`src/rtl/switch8_reader.sv`:
```
// rtl/switch8_reader.sv - 8-bit switch synchroniser, debouncer, edge pulses and change-event record
module switch8_reader #(
    parameter int DEBOUNCE_CYCLES = 500000,
    parameter int CNT_W           = 20
) (
    input  logic       fpga_clk,
    input  logic       sys_init_ctrl_n,
    input  logic [7:0] sw,
    output logic [7:0] sw_state,
    output logic [7:0] sw_rise,
    output logic [7:0] sw_fall,
    output logic       evt_valid,
    output logic [7:0] evt_data,
    input  logic       evt_ready,
    output logic       evt_overrun
);

    localparam logic [CNT_W-1:0] CNT_LAST = CNT_W'(DEBOUNCE_CYCLES - 1);

    logic [7:0]       s1;
    logic [7:0]       s2;
    logic [CNT_W-1:0] cnt     [8];
    logic [CNT_W-1:0] cnt_nxt [8];
    logic [7:0]       state_nxt;
    logic             change;

    always_ff @(posedge fpga_clk or negedge sys_init_ctrl_n) begin
        if (!sys_init_ctrl_n) begin
            s1 <= '0;
            s2 <= '0;
        end else begin
            s1 <= sw;
            s2 <= s1;
        end
    end

    // A bit only moves once its synchronised level has disagreed for DEBOUNCE_CYCLES edges in a row.
    always_comb begin
        state_nxt = sw_state;
        for (int i = 0; i < 8; i++) begin
            cnt_nxt[i] = '0;
            if (s2[i] != sw_state[i]) begin
                if (cnt[i] == CNT_LAST)
                    state_nxt[i] = s2[i];
                else
                    cnt_nxt[i] = cnt[i] + CNT_W'(1);
            end
        end
    end

    always_ff @(posedge fpga_clk or negedge sys_init_ctrl_n) begin
        if (!sys_init_ctrl_n) begin
            for (int i = 0; i < 8; i++)
                cnt[i] <= '0;
            sw_state <= '0;
            sw_rise  <= '0;
            sw_fall  <= '0;
        end else begin
            for (int i = 0; i < 8; i++)
                cnt[i] <= cnt_nxt[i];
            sw_state <= state_nxt;
            sw_rise  <= state_nxt & ~sw_state;
            sw_fall  <= ~state_nxt & sw_state;
        end
    end

    assign change = |(sw_rise | sw_fall);

    // Newest snapshot always wins; overrun records that the consumer missed one.
    always_ff @(posedge fpga_clk or negedge sys_init_ctrl_n) begin
        if (!sys_init_ctrl_n) begin
            evt_valid   <= 1'b0;
            evt_data    <= '0;
            evt_overrun <= 1'b0;
        end else if (change) begin
            evt_valid <= 1'b1;
            evt_data  <= sw_state;
            if (evt_valid && evt_ready)
                evt_overrun <= 1'b0;
            else if (evt_valid)
                evt_overrun <= 1'b1;
        end else if (evt_valid && evt_ready) begin
            evt_valid   <= 1'b0;
            evt_overrun <= 1'b0;
        end
    end

endmodule

```
`config.mk`:
```
export PLATFORM = sky130hd
export DESIGN_NAME = switch8_reader
export DESIGN_NICKNAME = d
export VERILOG_FILES = /design/src/rtl/switch8_reader.sv
export SDC_FILE = /design/constraint.sdc
export NUM_CORES = 1
export LEC_CHECK = 0
export CAP_MARGIN = 20
export CORE_MARGIN = 2
export CORE_UTILIZATION = 30
export DETAILED_ROUTE_END_ITERATION = 8
export GPL_ROUTABILITY_DRIVEN = 0
export HOLD_SLACK_MARGIN = 0.12
export PLACE_DENSITY_LB_ADDON = 0.3
export SKIP_LAST_GASP = 1
export SYNTH_ARGS = -nofsm -noshare
export SYNTH_HDL_FRONTEND = slang
export SYNTH_SLANG_ARGS = --single-unit
```
`constraint.sdc`:
```
create_clock -name fpga_clk -period 2 [get_ports fpga_clk]
set_clock_uncertainty 0.15 [all_clocks]
set_input_delay 0.3 -clock fpga_clk [delete_from_list [all_inputs] [get_ports fpga_clk]]
set_output_delay 0.3 -clock fpga_clk [all_outputs]
set_load 0.01 [all_outputs]
```
Yosys cells after proc, flatten, opt, wreduce, memory -nomap -nowiden
Index checks and enable logic that the tools add are counted.
{ "totals": {"reg_bits": 210, "in_bits": 11, "out_inout_bits": 34, "wordCells": 87} }
{ "op_classes": {"addsub": 8, "eq_ne": 16, "muxes": 37, "bitwise_logic": 5, "n_reduce_logical": 5} }
{ "ops": {"columns": ["op", "n"], "rows": [
  ["20-bit two-way mux", 16],
  ["20-bit by 1-bit adder with 20-bit output, second input constant", 8],
  ["20-bit by 19-bit == test with 1-bit output, second input constant", 8],
  ["1-bit two-way mux", 21],
  ["8-bit AND", 2],
  ["8-bit inverter", 2],
  ["1-bit != test", 8],
  ["8-bit OR", 1],
  ["8-bit OR reduction", 1],
  ["2-bit nonzero test", 2],
  ["2-bit AND reduction", 1],
  ["1-bit logical AND", 1]
]} }

Depth between registers and ports, before layout
Gate-level depths: netlist of run 1.
{ "depth": {"word_depth": 5, "depth_mapped": 7, "mapped_depth_nobuf": 5} }

Least setup slack after synthesis of run 1
OpenSTA, ideal clock, no wires.
{ "synth_path": {"path_type": "reg-to-reg", "from": "register cnt[0] in the netlist's numbering", "to": "register cnt[18] in the netlist's numbering", "arrival_time_ns": 1.926, "required_ns": 1.777, "path_slack_ns": -0.149, "path_stages_with_launch": 6, "cell_sequence": "dfrtp_1 > ha_1 > nand4_4 > or4_4 > or4b_4 > a21oi_2"} }
{ "synth_rtl": {"columns": ["item", "line_no", "text"], "rows": [
  ["from (decl)", "22", "logic [CNT_W-1:0] cnt [8];"],
  ["from (signal, indexed assignment)", "60", "cnt[i] <= cnt_nxt[i];"]
]} }

Worst setup path in the final report of run 1
{ "layout_path": {"from": "register cnt[50] in the netlist's numbering", "to": "register sw_state[5]"} }
{ "layout_via": {"elab_chain_cells": 3} }
{ "layout_lines": {"columns": ["item", "line_no", "text"], "rows": [
  ["20-bit by 19-bit == test with 1-bit output", "43", "if (cnt[i] == CNT_LAST)"],
  ["1-bit two-way mux", "43", null],
  ["1-bit two-way mux", "42", "if (s2[i] != sw_state[i]) begin"],
  ["net state_nxt[5]", "24", "logic [7:0] state_nxt;"],
  ["to (signal assigned)", "61", "sw_state <= state_nxt;"],
  ["to (decl)", "9", "output logic [7:0] sw_state,"]
]} }
The timed path passes the listed nets, and every way through them passes these cells.
A chain may end at the register's enable or synchronous reset.

==> impl_results.md, run 1 <==
* Status: completed
* Net switching power of the design at 2.06 mW
* Source of the worst register-to-register timing path: cnt[50]
* Drt first pass iters at 4
* CP Max Fanout at 4
* Final design utilization at approximately 40%
* Met3 routed WL at about 760 um
* Horizontal die dimension at 184 um
* Post-Synthesis Net Count at 966
* Hpwl dp at between 15,000 and 20,000 um
* Count of final hold-check violations at 0
* Wire length of the first global-routing pass at 38,200 um
* Worst hold-check path type: register to register
* #FFs+latches synth at 210
* Sink count of the clock tree at 210
* Remaining max-slew budget at the tightest pin at ~66%
* Critical path start-end classification: register to register
* Pins Over Slew Limit at 0
* Worst EP arrival at 2.23 ns
* Total power per unit cell area at 731 nW/um2
* Placement Cell Area at roughly 12,000 um2
* Vias in the first global route at 7,804
* Worst Path Required at between 2 and 2.5 ns
* Count of different cell masters after synthesis at 45
* Post-layout power at 9.52 mW
* Met2 WL post-DR at 10,400 um
* Max-cap violation count at 0
* Number of enable-type register cells in the synthesized netlist at 0
* Total DRC errors in the routed layout at 0
* Design internal power at 7.47 mW
* Post-Layout Inst Area at 13,000 um2
* Worst Hold Path EP: s2[5]
* Antenna diode count at 0
* First-iteration detailed-routing DRC count at 323
* Count of mapped cells out of synthesis at about 950
* Routed wirelength normalized by instance count at 13.7 um
* Maximum root-to-sink buffer count at 3
* Layout Cells excl Fill at 1,606
* Ratio of cells with drive above 1 in the final layout at about a quarter
* Num CTS Buffers at 25
* Topmost layer with routed signal wires: met4
* DIE HEIGHT at 184 um
* Number of port buffers at between 40 and 50
* Die area at around 34,000 um2
* Worst hold stages at 0
* Largest net degree at the start of global routing at 57
* VDD IR max at 0.000560 V
* Actual slew at the worst max-slew pin at 0.504 ns
* Area of the mapped netlist at 9740 um2
* Number of warnings issued by yosys at 0
* Avg Synthesized Cell Area at 10.3 um2
* Core footprint at 31,800 um2
* RSZ-0062 raised after global routing: yes
* Sw frac at 21.6%
* Fraction of synthesized cell area taken by the top area cell type at 53.9%
* Seq/Total Area, Yosys at between 50% and 60%
* Register-to-register setup slack at 0.03 ns
* Grt total ovfl at 0
* Category of the worst setup path capture point: register
* Row count at 65
* Synth area leader: sky130_fd_sc_hd__dfrtp_1
* Top area cells in the synthesized netlist: sky130_fd_sc_hd__dfrtp_1 (54%), sky130_fd_sc_hd__xnor2_1 (8.2%), sky130_fd_sc_hd__nor2_1 (5.6%)
* Share of the clock period used by the worst path at 98.5%
* Asr flop ratio synth at 100%
* Clock root buffer: sky130_fd_sc_hd__clkbuf_16
* Number of vias per cell at around 4.7
* CP Launch Type: register
* Max Clk Rate at a little over 500 MHz
* Layout overhead on the synthesized area at 33.8%
* Number of antenna violations at the first check in global routing at 0
* Leading register cell type out of synthesis: sky130_fd_sc_hd__dfrtp_1
* Aggregate routed wire length at 22,000 um
* # placed instances at 1,539
* Leak Pwr at about 5.3 nW
* Global-route usage over all layers at between 10% and 20%
* Sequential Power Share at 45.8%
* Clock latency at the later pin of the worst-skew pair at 0.53 ns
* H-tree lvl count at 1
* Worst Hold Launch: s1[5]
* Shortest clock period the worst path allows after layout at 1.97 ns
* Net count, final at 1,172
* Clock tree from TritonCTS: done
* Number of cells traversed by the worst register-to-register path at 3
* Fin Setup TNS at 0 ns
* Routed metal-1 wire length at just over 10,000 um
* Share of total power in combinational logic at 4.2%
* Boundary pin count at 45
* Clk pwr share at 50.1%
* Antenna-violating nets left at 0
* Effective utilization at floorplan at 30.6%
* Count of final setup violators at 0
* Clock slew at the register clock pins of the worst setup and hold paths at 0.06 ns
* End of the worst register-to-register path: sw_state[5]
* Routed vias at 7,601
registers in the layout, summed over array words and instances, names as in the netlist:
register / flops
cnt: 160
evt_data: 8
evt_overrun: 1
evt_valid: 1
s1: 8
s2: 8
sw_fall: 8
sw_rise: 8
sw_state: 8
synth_stat cells, types with 6 or more instances:
library cell and instances:
sky130_fd_sc_hd__a21oi_1 37, sky130_fd_sc_hd__buf_2 11, sky130_fd_sc_hd__dfrtp_1 210, sky130_fd_sc_hd__ha_1 8, sky130_fd_sc_hd__inv_1 36, sky130_fd_sc_hd__mux2_2 16, sky130_fd_sc_hd__nand2_1 50, sky130_fd_sc_hd__nand3_1 51
sky130_fd_sc_hd__nand4_1 40, sky130_fd_sc_hd__nor2_1 146, sky130_fd_sc_hd__nor3_1 29, sky130_fd_sc_hd__nor3b_1 16, sky130_fd_sc_hd__nor4_1 38, sky130_fd_sc_hd__nor4b_1 6, sky130_fd_sc_hd__o21ai_0 23, sky130_fd_sc_hd__o31ai_1 11
sky130_fd_sc_hd__or2_2 7, sky130_fd_sc_hd__or3_1 27, sky130_fd_sc_hd__or4_1 26, sky130_fd_sc_hd__xnor2_1 91, sky130_fd_sc_hd__xor2_1 25
metrics by stage:
stage / setup WS, ns / hold slack [ns]
3_3_place_gp: -0.0556 / 0.0826
3_5_place_dp: -0.0752 / 0.0839
2_1_floorplan: -0.0161 / -0.146
6_report: 0.0303 / 0.198
5_1_grt: -0.0814 / 0.202
4_1_cts: -0.0408 / 0.184
routing by layer:
layer  vias to the layer above  track usage [%]
met5                         -                0
met4                         0             3.87
met1                      3720             18.3
met3                        32             2.02
met2                        84             22.6
li1                       3765                -
power by group through the flow:
stage | Clock [mW] | Combinational (mW) | Sequential [mW]
2_1_floorplan | 0 | 0.138 | 4.43
3_3_place_gp | 0 | 0.377 | 4.43
3_5_place_dp | 0 | 0.378 | 4.43
4_1_cts | 4.94 | 0.402 | 4.36
5_1_grt | 5.13 | 0.454 | 4.36
6_report | 4.77 | 0.399 | 4.36
kinds of logic (layout without fill, tap and decap cells):
| kind of cell | count (synthesis) | count (layout) | share of synthesized area (%) |
|---|---|---|---|
| and+or+nand+nor | 459 | 459 | 25.0 |
| DFF | 210 | 210 | 53.9 |
| xor gates and xnor gates | 116 | 116 | 10.4 |
| AOI/OAI and AO/OA | 83 | 83 | 5.30 |
| buffers and inverters | 54 | 278 | 2.31 |
| muxes | 17 | 17 | 1.95 |
| adders and majority gates | 8 | 8 | 1.03 |
layout by cell type, fill, tap and decap left out, types with 23 or more instances in the layout:
cell type / netlist / final
sky130_fd_sc_hd__nor4_1: 38 / 30
sky130_fd_sc_hd__or3_1: 27 / 24
sky130_fd_sc_hd__dfrtp_1: 210 / 198
sky130_fd_sc_hd__clkbuf_16: 0 / 25
sky130_fd_sc_hd__nor2_1: 146 / 146
sky130_fd_sc_hd__buf_4: 0 / 134
sky130_fd_sc_hd__nand4_1: 40 / 40
sky130_fd_sc_hd__nand3_1: 51 / 50
sky130_fd_sc_hd__clkdlybuf4s50_1: 0 / 35
sky130_fd_sc_hd__nor3_1: 29 / 29
sky130_fd_sc_hd__xnor2_1: 91 / 91
sky130_fd_sc_hd__o21ai_0: 23 / 23
sky130_fd_sc_hd__xor2_1: 25 / 25
sky130_fd_sc_hd__nand2_1: 50 / 50
sky130_fd_sc_hd__a21oi_1: 37 / 33
sky130_fd_sc_hd__inv_1: 36 / 36
repair_timing:
action                                  4_1_cts  5_1_grt
pin swaps                                     2        8
endpoints found under the setup margin       33       84
gates resized for setup                      14       44
hold endpoints to repair                    218        0
hold buffers                                 11        0
setup buffers                                 4        5
cloned                                        0        2
worst max-delay path by stage:
stage,start,end,cells after the start
final,cnt[50],sw_state[5],3
after global routing,cnt[72],sw_state[4],5
after global placement,cnt[72],sw_state[4],5
after CTS,sw_fall[1],sw_fall[1],1
after floorplan,cnt[120],cnt[127],5
after detailed placement,cnt[72],sw_state[4],5
cell type report:
class | instances | area (um2)
clock inverter | 13 | 171
timing repair buffer | 197 | 1720
fill | 3069 | 18800
sequential | 210 | 5270
multi-input combinational | 683 | 4490
clock buffer | 32 | 702
tap | 435 | 544
inverter | 36 | 135
worst max-delay path, stage by stage (launching register included):
cell and delay [ns]:
sky130_fd_sc_hd__dfrtp_1 0.38, sky130_fd_sc_hd__or4b_4 0.53, sky130_fd_sc_hd__or4_4 0.52, sky130_fd_sc_hd__mux2_2 0.28
No activity file was read; power rests on OpenSTA's default activity.
==> run 2: changes to the inputs <==
--- a/config.mk
+++ b/config.mk
@@ -7,2 +7,3 @@
 export LEC_CHECK = 0
+export ABC_AREA = 1
 export CAP_MARGIN = 20
==> constraint.sdc (replaced) <==
create_clock -name fpga_clk -period 2 [get_ports fpga_clk]
set_clock_uncertainty 0.15 [all_clocks]
set_input_delay 0.4 -clock fpga_clk [delete_from_list [all_inputs] [get_ports fpga_clk]]
set_output_delay 0.4 -clock fpga_clk [all_outputs]
set_load 0.01 [all_outputs]
==> impl_results.md, run 2 <==
* Boundary pin count at 45 (unchanged)
* Seq/Total Area, Yosys at 47.7% (-6.2 points)
* Area of the mapped netlist at 11,000 um2 (+13%)
* End of the worst register-to-register path: cnt[125]
* Placement Cell Area at 12,200 um2 (+3.6%)
* Ratio of cells with drive above 1 in the final layout at 10.4% (-14 points)
* Sw frac at 21.5% (-0.073 points)
* Worst Setup Slack, final at 0.123 ns (+0.0926 ns)
* Crit path buffers/inverters at 1 (+1)
* Count of final setup violators at 0 (unchanged)
* Avg Synthesized Cell Area at 7.81 um2 (-24%)
* Clk pwr share at 52.9% (+2.8 points)
* Critical path start-end classification: register to primary output
* First-iteration detailed-routing DRC count at 420 (+30%)
* Drt first pass iters at 5 (+1)
* Worst Path Required at 1.45 ns (-0.81 ns)
* Fraction of synthesized cell area taken by the top area cell type at 47.7% (-6.2 points)
* Routed vias at 8,989 (+18%)
* Post-layout power at 9.87 mW (+3.6%)
* Pins Over Slew Limit at 0 (unchanged)
* Leading register cell type out of synthesis: sky130_fd_sc_hd__dfrtp_1
* Leak Pwr at 5.64 nW (+5.9%)
* Family with the most delay on the worst path: buffers and inverters
* Sequential Power Share at 44.1% (-1.7 points)
* Antenna diode count at 0 (unchanged)
* Core footprint at 36,300 um2 (+14%)
* Hpwl dp at 18,400 um (+22%)
* Register-to-register setup slack at 0.34 ns (+0.31 ns)
* Number of fill cells at 3,734 (+22%)
* Post-Synthesis Net Count at 1,429 (+48%)
* Most flops, register: cnt
* Hold Worst Slack at 0.157 ns (-0.0406 ns)
* Multi-input gate area in the final layout at 5230 um2 (+16%)
* Share of the clock period used by the worst path at 93.9% (-4.6 points)
* Clock slew at the register clock pins of the worst setup and hold paths at 0.06 ns (about the same)
* Top area cells in the synthesized netlist: sky130_fd_sc_hd__dfrtp_1 (48%), sky130_fd_sc_hd__nor2_1 (13%), sky130_fd_sc_hd__nand2_1 (9.0%)
* Source of the worst register-to-register timing path: cnt[120]
* Row count at 70 (+7.7%)
* Number of warnings issued by yosys at 0 (unchanged)
* Horizontal die dimension at 196 um (+6.2%)
* Layout Cells excl Fill at 1,979 (+23%)
* Number of cells traversed by the worst register-to-register path at 6 (+3)
* Remaining max-slew budget at the tightest pin at 78.1% (+12 points)
* Share of total power in combinational logic at 3.1% (-1.1 points)
* Clock tree from TritonCTS: done
* Net switching power of the design at 2.12 mW (+3.3%)
* Library cell contributing the largest single delay on the critical path: sky130_fd_sc_hd__dlygate4sd2_1
* Largest register FFs at 160 (unchanged)
* Status: completed
* Final design utilization at 36.2% (-4.8 points)
* Number of port buffers at 44 (unchanged)
* Count of final hold-check violations at 0 (unchanged)
* Worst EP arrival at 1.33 ns (-0.90 ns)
* Vias in the first global route at 8,815 (+13%)
* Wire length of the first global-routing pass at 43,700 um (+14%)
* Commonest non-fill, non-tap cell in the layout: sky130_fd_sc_hd__nor2_1
* Sink count of the clock tree at 210 (unchanged)
* Cell types with the highest counts after synthesis: sky130_fd_sc_hd__nor2_1 (370), sky130_fd_sc_hd__nand2_1 (264), sky130_fd_sc_hd__dfrtp_1 (210), sky130_fd_sc_hd__inv_1 (134), sky130_fd_sc_hd__nand3_1 (114)
* RSZ-0062 raised after global routing: no
* Largest net degree at the start of global routing at 50 (-12%)
* Longest individual stage delay on the worst path at 0.41 ns (-0.12 ns)
* Worst hold-check path type: input pin to register
* Fin Setup TNS at 0 ns (unchanged)
* Most common cell in the synthesized netlist: sky130_fd_sc_hd__nor2_1
* Layout overhead on the synthesized area at 19.4%
* Design internal power at 7.74 mW (+3.7%)
* Grt total ovfl at 0 (unchanged)
* Actual slew at the worst max-slew pin at 0.328 ns (-0.176 ns)
* Effective utilization at floorplan at 30.3% (-0.33 points)
* VDD IR max at 0.000655 V (+17%)
* Number of vias per cell at 4.54 (-4.0%)
* Number of antenna violations at the first check in global routing at 0 (unchanged)
* CP Max Fanout at 2 (-2)
* Category of the worst setup path capture point: primary output
* Asr flop ratio synth at 100% (unchanged)
* # placed instances at 1,931 (+25%)
* Global-route usage over all layers at 13.7% (+0.13 points)
* DIE HEIGHT at 196 um (+6.2%)
* Total power per unit cell area at 750 nW/um2 (+2.6%)
* Worst Hold Launch: sw[0]
* Aggregate routed wire length at 25,300 um (+15%)
* Total DRC errors in the routed layout at 0 (unchanged)
* Setup WS pre-CTS at 0.335 ns (+0.410 ns)
* Post-Layout Inst Area at 13,200 um2 (+0.96%)
* Net count, final at 1,512 (+29%)
* Max Clk Rate at 533 MHz (+4.9%)
* Clock latency at the later pin of the worst-skew pair at 0.53 ns (about the same)
* Routed wirelength normalized by instance count at 12.8 um (-6.9%)
* Die area at 38,300 um2 (+13%)
* H-tree lvl count at 1 (unchanged)
* Worst hold stages at 1 (+1)
* Count of different cell masters after synthesis at 30 (-33%)
* Count of mapped cells out of synthesis at 1,410 (+49%)
* Sequence of cells on the critical path: dlygate4sd2_1
* Highest-count cells in the layout ignoring fill and taps: sky130_fd_sc_hd__nor2_1 (370), sky130_fd_sc_hd__nand2_1 (264), sky130_fd_sc_hd__dfrtp_1 (208)
* FF+latch area at 5260 um2 (-0.24%)
* Num CTS Buffers at 25 (unchanged)
* Maximum root-to-sink buffer count at 3 (unchanged)
* Worst Hold Path EP: s1[0]
* CP Launch Type: register
* Antenna-violating nets left at 0 (unchanged)
* Synth area leader: sky130_fd_sc_hd__dfrtp_1
* Clock root buffer: sky130_fd_sc_hd__clkbuf_16
* Number of enable-type register cells in the synthesized netlist at 0 (unchanged)
* #FFs+latches synth at 210 (unchanged)
* Shortest clock period the worst path allows after layout at 1.88 ns (-0.0926 ns)
* Max-cap violation count at 0 (unchanged)
run 2: changes by cell type after synthesis, sizes merged, moves of 27 or more:
| cell | change |
|---|---|
| nor2 | +276 |
| nand2 | +240 |
| or3 | -27 |
| or4 | -28 |
| xnor2 | -66 |
| inv | +99 |
| nand3 | +71 |
| nor4 | -38 |
run 2: worst reg2reg max path: cells and delay by family (launching register included):
kind / cells / cell delay (ns)
fa+ha+maj: 1 / 0.23
flops: 1 / 0.38
simple gates: 5 / 0.78
run 2: how the worst max path moves through the flow:
stage               slack (ns)  startpoint  depth (start not counted)          to
global route              0.07  sw_fall[2]                          1  sw_fall[2]
global placement          0.25    cnt[100]                          5  sw_fall[2]
finish                    0.12  sw_fall[2]                          1  sw_fall[2]
detailed placement        0.33    cnt[120]                          6    cnt[125]
CTS                      -0.12  sw_rise[2]                          1  sw_rise[2]
floorplan                 0.58     cnt[80]                          8     cnt[98]
run 2: cell type report:
cell class                 count  share of cell area (%)
clock buffer                  30                    5.20
timing repair buffer          62                    4.77
sequential                   210                    40.0
multi-input combinational   1059                    39.7
inverter                     135                    3.85
clock inverter                15                    2.04
tap                          468                    4.45
run 2: power by group through the flow:
| stage | Clock (mW) | Sequential, mW | Combinational (mW) |
|---|---|---|---|
| finish | 5.21 | 4.35 | 0.304 |
| global route | 5.57 | 4.35 | 0.359 |
| CTS | 5.38 | 4.35 | 0.320 |
| detailed placement | 0 | 4.42 | 0.317 |
| global placement | 0 | 4.42 | 0.314 |
| floorplan | 0 | 4.42 | 0.131 |
run 2: logic make-up (layout without fill, tap and decap cells):
kind of cell / Yosys count / count (layout) / share of synthesized area (%)
buffers and inverters: 141 / 242 / 4.84
XOR/XNOR: 73 / 73 / 5.80
AND/OR/NAND/NOR: 912 / 912 / 37.6
adder cells (fa/ha/maj): 8 / 8 / 0.909
AO/OA/AOI/OAI: 66 / 66 / 3.10
flip-flops: 210 / 210 / 47.7
run 2: repair_timing:
action                                  in CTS  in global routing
setup buffers                                1                  1
endpoints found under the setup margin      26                 10
gates resized for setup                     26                 10
hold endpoints to repair                   210                  0
hold buffers                                 1                  0
run 2: layer usage:
layer / part of all wire [%] / up-vias / track usage (%) / wire, um
met5: 0 / - / 0 / 0
met4: 2.0 / 0 / 2.86 / 512
met3: 5.0 / 46 / 2.99 / 1260
met2: 43 / 164 / 21.5 / 10900
met1: 50 / 4145 / 19.3 / 12600
li1: - / 4634 / - / -
